File: src/rtl/serial_add_seq_pkg.sv
// Shared types and defaults for the bit-serial adder stage.
package serial_add_pkg;

  localparam int unsigned SERIAL_ADD_DEFAULT_WIDTH = 8;

  typedef enum logic [1:0] {
    StIdle = 2'd0,
    StRun  = 2'd1,
    StDone = 2'd2
  } state_e;

endpackage

File: src/rtl/fa_cell.sv
// Combinational one-bit full adder used as the datapath of the serial adder.
module fa_cell (
  input  logic x,
  input  logic y,
  input  logic ci,
  output logic s,
  output logic co
);

  assign s  = x ^ y ^ ci;
  assign co = (x & y) | ((x ^ y) & ci);

endmodule

File: src/rtl/serial_add_seq.sv
// Bit-serial adder: operands shifted LSB-first through one full-adder cell, carry kept in a FF.
// Optional signed-overflow output enabled by defining SERIAL_ADD_OVF_EN.
module serial_add_seq
  import serial_add_pkg::*;
#(
  parameter int unsigned WIDTH = SERIAL_ADD_DEFAULT_WIDTH
) (
  input  logic             clk,
  input  logic             rst,
  input  logic             in_valid,
  output logic             in_ready,
  input  logic [WIDTH-1:0] a,
  input  logic [WIDTH-1:0] b,
  input  logic             cin,
  output logic             out_valid,
  input  logic             out_ready,
  output logic [WIDTH-1:0] sum,
  output logic             cout
`ifdef SERIAL_ADD_OVF_EN
  ,
  output logic             ovf
`endif
);

  localparam int unsigned CntW = $clog2(WIDTH + 1);
  localparam logic [CntW-1:0] CntLast = CntW'(WIDTH - 1);

  state_e            state_q, state_d;
  logic [WIDTH-1:0]  a_sh_q, a_sh_d;
  logic [WIDTH-1:0]  b_sh_q, b_sh_d;
  logic [WIDTH-1:0]  sum_sh_q, sum_sh_d;
  logic [WIDTH-1:0]  sum_q, sum_d;
  logic              c_q, c_d;
  logic              cout_q, cout_d;
  logic [CntW-1:0]   cnt_q, cnt_d;
  logic              fa_s, fa_co;
  logic [WIDTH:0]    sum_cat;
  logic              unused_sum_lsb;
`ifdef SERIAL_ADD_OVF_EN
  logic              c_msb_q, c_msb_d;
`endif

  fa_cell u_fa (
    .x  (a_sh_q[0]),
    .y  (b_sh_q[0]),
    .ci (c_q),
    .s  (fa_s),
    .co (fa_co)
  );

  // New sum bit enters at the MSB; the stale LSB falls off the end.
  assign sum_cat        = {fa_s, sum_sh_q};
  assign unused_sum_lsb = sum_cat[0];

  always_comb begin
    state_d   = state_q;
    a_sh_d    = a_sh_q;
    b_sh_d    = b_sh_q;
    sum_sh_d  = sum_sh_q;
    sum_d     = sum_q;
    c_d       = c_q;
    cout_d    = cout_q;
    cnt_d     = cnt_q;
    in_ready  = 1'b0;
    out_valid = 1'b0;
`ifdef SERIAL_ADD_OVF_EN
    c_msb_d   = c_msb_q;
`endif
    unique case (state_q)
      StIdle: begin
        in_ready = 1'b1;
        if (in_valid) begin
          a_sh_d  = a;
          b_sh_d  = b;
          c_d     = cin;
          cnt_d   = '0;
          state_d = StRun;
        end
      end
      StRun: begin
        a_sh_d   = a_sh_q >> 1;
        b_sh_d   = b_sh_q >> 1;
        sum_sh_d = sum_cat[WIDTH:1];
        c_d      = fa_co;
        cnt_d    = cnt_q + CntW'(1);
        if (cnt_q == CntLast) begin
          // Result registers load only here so they hold through RUN of the next op.
          sum_d   = sum_cat[WIDTH:1];
          cout_d  = fa_co;
`ifdef SERIAL_ADD_OVF_EN
          c_msb_d = c_q;
`endif
          state_d = StDone;
        end
      end
      StDone: begin
        out_valid = 1'b1;
        if (out_ready) begin
          state_d = StIdle;
        end
      end
      default: state_d = StIdle;
    endcase
  end

  always_ff @(posedge clk) begin
    if (rst) begin
      state_q  <= StIdle;
      a_sh_q   <= '0;
      b_sh_q   <= '0;
      sum_sh_q <= '0;
      sum_q    <= '0;
      c_q      <= 1'b0;
      cout_q   <= 1'b0;
      cnt_q    <= '0;
`ifdef SERIAL_ADD_OVF_EN
      c_msb_q  <= 1'b0;
`endif
    end else begin
      state_q  <= state_d;
      a_sh_q   <= a_sh_d;
      b_sh_q   <= b_sh_d;
      sum_sh_q <= sum_sh_d;
      sum_q    <= sum_d;
      c_q      <= c_d;
      cout_q   <= cout_d;
      cnt_q    <= cnt_d;
`ifdef SERIAL_ADD_OVF_EN
      c_msb_q  <= c_msb_d;
`endif
    end
  end

  assign sum  = sum_q;
  assign cout = cout_q;
`ifdef SERIAL_ADD_OVF_EN
  assign ovf  = c_msb_q ^ cout_q;
`endif

endmodule

File: config.mk
export PLATFORM = sky130hd
export DESIGN_NAME = serial_add_seq
export DESIGN_NICKNAME = d
export VERILOG_FILES = /design/src/rtl/serial_add_seq_pkg.sv /design/src/rtl/fa_cell.sv /design/src/rtl/serial_add_seq.sv
export SDC_FILE = /design/constraint.sdc
export NUM_CORES = 1
export LEC_CHECK = 0
export CORE_MARGIN = 4
export CORE_UTILIZATION = 51
export CTS_BUF_LIST = sky130_fd_sc_hd__clkbuf_16
export DETAILED_ROUTE_END_ITERATION = 12
export PLACE_DENSITY = 0.78
export SLEW_MARGIN = 20
export SYNTH_ARGS = -nofsm -noshare
export SYNTH_HDL_FRONTEND = slang
export SYNTH_HIERARCHICAL = 1
export SYNTH_SLANG_ARGS = --single-unit
File: constraint.sdc
create_clock -name clk -period 1.44 [get_ports clk]
set_input_delay 0.432 -clock clk [delete_from_list [all_inputs] [get_ports clk]]
set_output_delay 0.432 -clock clk [all_outputs]
set_load 0.02 [all_outputs]
==> results list <==
- Run status: finished, final reports clean
- Total CTS buffers: 5
- Counting every net in the synthesized netlist gives 217.
- Total of flip-flops plus latches after synthesis: 39
* Worst Setup Slack, final: 0.0362 ns
- CP top delay family: flip-flops
* Count of fill cells added during filler insertion: 269
- Global routing met3 resource utilization: 4.72%
- Highest ir drop seen on vdd: 0.712 mV
- Final-stage net count: 252
* Endpoints failing setup: 0
- Total wire length: 3740 um
* Number of core rows: 21
* Met1 capacity usage during global routing: 22.5%
- Tightest Pin Transition: 0.261 ns
* Number of max-slew violations in the final report: 0
- The critical path contains buffers and inverters numbering 2 combined.
- Clock latency at the later pin of the worst-skew pair: 0.27 ns
- The worst register-to-register path begins at cnt_q[0]$_SDFFE_PP0P_.
- Cells fill 68.7% of the core in the end.
- Buffers inserted to repair hold after CTS numbered 0.
* Synth Warn #: 6
* Count of endpoints failing hold in the final timing report: 0
- Number of cell instances on the worst register-to-register path: 4
- Hpwl dp: 2510 um
- Via density: 5.43
- Worst Path Arrival: 0.97 ns
* Setup tns final: 0 ns
- Post-synthesis sequential area ratio: 44.2%
- Clock-pin slew was measured on the worst setup and hold paths at 0.05 ns.
* Most used routing layer: met2
* Die height: 66.9 um
- The congestion estimate from routability-driven global placement came to 0.803.
* Class of the tightest hold or removal check: reg -> reg
- Terminus of the critical flop-to-flop path: sum[1]$_SDFFE_PP0P_
* Worst hold path endpoint: sum_sh_q[1]$_SDFFE_PP0P_
* Leakage component of the power: 0.919 nW
- The largest total area in the synthesized netlist belongs to sky130_fd_sc_hd__dfxtp_1.
- The number of antenna violations at the first check in global routing came to 0.
* Period utilisation layout: 97.5%
* Top Ports: 32
- Buffers on Ports: 31
- Die ar.: 4470 um2
- GRT met2 Usage: 31.2%
- CTS max path bufs: 2
- Type of the worst setup path: reg -> out
* Core area: 3340 um2
- In this run the worst path has a maximum fanout of 3.
- Number of DRC violations after detailed-routing iteration 0: 94
* Initial standard-cell utilization of the core: 52.9%
- Worst path cell trace: buf_4 > nor2_4 > buf_2
- The root buffer cell chosen for the clock tree is sky130_fd_sc_hd__clkbuf_16.
- The mapped netlist covers 1770 um2.
- Slowest cell on the critical path: sky130_fd_sc_hd__dfxtp_2
- Headroom to the max-slew limit came out at 82.6%.
- Number of standard cells after synthesis: 194
* Pwr dens: 1070 nW/um2
- For this run, design rule violations remaining after detail routing come to 0.
* Synth-to-Final Area Change: 29.7%
- Ant. Diodes: 0
* Setup Skew: 0.00214 ns
* Total of max-cap violations: 0
* Number of unique standard cell types used by synthesis: 30
- Proportion of netlist area held by the largest area contributor: 44.2%
- Peak per-stage delay on the critical path: 0.34 ns
* CTS tree: done
* Worst slack, placed: -0.200 ns
- In this run the horizontal extent of the chip is 66.9 um.
* DR pass1 iterations: 4
- The design draws 2.45 mW.
- Grt ovf: 0
- Clock tree synthesis found a total of 39 sinks.
- Startpoint type of the worst setup path: flop
- Instance count after placement with tap cells included: 266
- Derived from the worst setup path, the maximum achievable clock frequency is 0.712 GHz.
- All-Layer GR Usage: 18.5%
- In the final routed layout, each cell accounts on average for 13.7 um.
- Required time of the critical path: 1.01 ns
- The first global-routing pass estimated 6370 um of wire.
- Antenna Violating Nets Remaining: 0
* Via count of the first global-routing pass: 1451
* Top cells by area, synth: sky130_fd_sc_hd__dfxtp_1 44%, sky130_fd_sc_hd__nor2_1 7.2%, sky130_fd_sc_hd__nand2b_1 6.7%, sky130_fd_sc_hd__a211oi_1 6.4%, sky130_fd_sc_hd__o2bb2ai_1 5.9%
- Total via count after detailed routing: 1489
* Layout Cells excl Fill: 274
- Entering global routing, the biggest net connects 46 pins.
* Share of final-layout standard cells stronger than drive strength 1: 13.2%
* Final min period: 1.40 ns
- Startpoint of the lowest-slack hold path: sum_sh_q[1]$_SDFFE_PP0P_
- A synthesized cell averages 9.11 um2.
* H-tree level count: 2
- The setup check on the worst reg-to-reg path leaves a slack of 0.09 ns.
- Capturing element type of the critical path: output pin
* Cell count of the worst hold path: 2
==> worst max path at each step <==
| stage | start | depth (start not counted) | end | slack (ns) |
|---|---|---|---|---|
| 2_1_floorplan | state_q[1]$_SDFFE_PP0P_ | 4 | out_valid | 0.02 |
| 4_1_cts | state_q[1]$_SDFFE_PP0P_ | 3 | out_valid | -0.002 |
| 3_3_place_gp | in_valid | 5 | a_sh_q[6]$_SDFFE_PP0P_ | -0.16 |
| 6_report | state_q[0]$_SDFFE_PP0P_ | 3 | out_valid | 0.04 |
| 3_5_place_dp | in_valid | 5 | a_sh_q[4]$_SDFFE_PP0P_ | -0.20 |
| 5_1_grt | in_valid | 5 | b_sh_q[3]$_SDFFE_PP0P_ | -0.007 |
==> synthesized netlist by cell type <==
cell type / count
sky130_fd_sc_hd__nand2b_1: 19
sky130_fd_sc_hd__buf_6: 3
sky130_fd_sc_hd__mux2i_1: 10
sky130_fd_sc_hd__a22oi_1: 1
sky130_fd_sc_hd__clkinv_1: 1
sky130_fd_sc_hd__nand3_1: 2
sky130_fd_sc_hd__o2bb2ai_1: 12
sky130_fd_sc_hd__o21bai_2: 1
sky130_fd_sc_hd__nand3b_1: 2
sky130_fd_sc_hd__nor2b_1: 1
sky130_fd_sc_hd__clkbuf_1: 7
sky130_fd_sc_hd__buf_2: 4
sky130_fd_sc_hd__a211oi_1: 15
sky130_fd_sc_hd__a31oi_1: 2
sky130_fd_sc_hd__ha_1: 1
sky130_fd_sc_hd__nor3_1: 1
sky130_fd_sc_hd__nor2_1: 34
sky130_fd_sc_hd__inv_1: 1
sky130_fd_sc_hd__nand2_1: 17
sky130_fd_sc_hd__fa_1: 1
sky130_fd_sc_hd__nand4b_4: 1
sky130_fd_sc_hd__dfxtp_1: 39
sky130_fd_sc_hd__a21oi_1: 7
sky130_fd_sc_hd__o21ba_1: 2
sky130_fd_sc_hd__o22ai_1: 3
sky130_fd_sc_hd__a32oi_1: 2
sky130_fd_sc_hd__nor2_8: 1
sky130_fd_sc_hd__buf_4: 2
sky130_fd_sc_hd__or3_1: 1
sky130_fd_sc_hd__nand2b_4: 1
==> what timing repair did <==
| item | CTS | global route |
|---|---|---|
| gates cloned | 0 | 0 |
| buffers inserted | 0 | 2 |
| endpoints found under the setup margin | 11 | 12 |
| gates resized for setup | 19 | 4 |
==> placed cells by master (no fill, tap or decap) <==
cell type                         count
sky130_fd_sc_hd__dfxtp_1             37
sky130_fd_sc_hd__clkdlybuf4s50_1     20
sky130_fd_sc_hd__nand2b_1            19
sky130_fd_sc_hd__o22ai_1              3
sky130_fd_sc_hd__fa_1                 1
sky130_fd_sc_hd__nor3_1               1
sky130_fd_sc_hd__nor2_1              32
sky130_fd_sc_hd__or3_1                1
sky130_fd_sc_hd__clkinvlp_4           1
sky130_fd_sc_hd__ha_1                 1
sky130_fd_sc_hd__nor2_2               1
sky130_fd_sc_hd__clkbuf_16            5
sky130_fd_sc_hd__nand2_1             17
sky130_fd_sc_hd__buf_2                2
sky130_fd_sc_hd__buf_6                1
sky130_fd_sc_hd__mux2i_1             10
sky130_fd_sc_hd__o21bai_2             1
sky130_fd_sc_hd__nor2_4               1
sky130_fd_sc_hd__dlygate4sd2_1        9
sky130_fd_sc_hd__a211oi_1            15
sky130_fd_sc_hd__clkinv_2             1
sky130_fd_sc_hd__nand2b_4             1
sky130_fd_sc_hd__dfxtp_2              2
sky130_fd_sc_hd__nand4b_4             1
sky130_fd_sc_hd__nand3b_1             2
sky130_fd_sc_hd__nand3_1              2
sky130_fd_sc_hd__a22oi_1              1
sky130_fd_sc_hd__inv_1                1
sky130_fd_sc_hd__a21oi_1              7
sky130_fd_sc_hd__o2bb2ai_1           12
sky130_fd_sc_hd__buf_12               2
sky130_fd_sc_hd__nor2b_1              1
sky130_fd_sc_hd__buf_4               10
sky130_fd_sc_hd__a31oi_1              2
sky130_fd_sc_hd__nor2_8               1
sky130_fd_sc_hd__o21ba_1              2
sky130_fd_sc_hd__a32oi_1              2
==> power breakdown <==
part | internal (mW) | switching (mW) | leakage [nW]
registers | 1.13 | 0.0345 | 0.320
clock network | 0.614 | 0.364 | 0.0669
logic | 0.163 | 0.144 | 0.533
total | 1.91 | 0.542 | 0.919
==> stage by stage <==
stage	hold WS (ns)	instance area, um2
floorplan	0.437	1780
global placement	0.443	2150
detailed placement	0.450	2150
CTS	0.464	2270
global route	0.478	2290
finish	0.462	2290
==> registers in the layout, summed over array words and instances, names as in the netlist <==
name,count
sum,8
sum_sh_q,7
a_sh_q,8
b_sh_q,8
cout,1
cnt_q,4
state_q,2
c_q,1
==> cell families (layout without fill, tap and decap cells) <==
| family | after synthesis | count (layout) | synth area share [%] |
|---|---|---|---|
| adders and majority gates | 2 | 2 | 1.84 |
| and+or+nand+nor | 80 | 80 | 23.2 |
| muxes | 10 | 10 | 5.67 |
| AOI/OAI and AO/OA | 45 | 45 | 19.3 |
| buffers and inverters | 18 | 52 | 5.81 |
| DFF | 39 | 39 | 44.2 |
==> worst register-to-register path, stage by stage, from the launching register on <==
cell,delay (ns)
sky130_fd_sc_hd__dfxtp_1,0.38
sky130_fd_sc_hd__ha_1,0.27
sky130_fd_sc_hd__nand4b_4,0.16
sky130_fd_sc_hd__nor2_8,0.25
sky130_fd_sc_hd__mux2i_1,0.23
==> metal layers <==
metal	up-vias	part of all wire (%)	routed length [um]
li1	742	-	-
met1	695	43	1610
met2	46	49	1850
met3	6	5.7	212
met4	0	1.7	65
met5	-	0	0
==> area by class of cell <==
class / instances / area [um2] / area share [%]
multi-input cells: 137 / 893 / 39.0
clock inverters: 1 / 3.75 / 0.164
repair buffers: 44 / 415 / 18.1
inverters: 2 / 12.5 / 0.546
well taps: 46 / 57.6 / 2.51
flip-flops and latches: 39 / 783 / 34.2
clock buffers: 5 / 125 / 5.46
(Power assumes the default switching activity.)
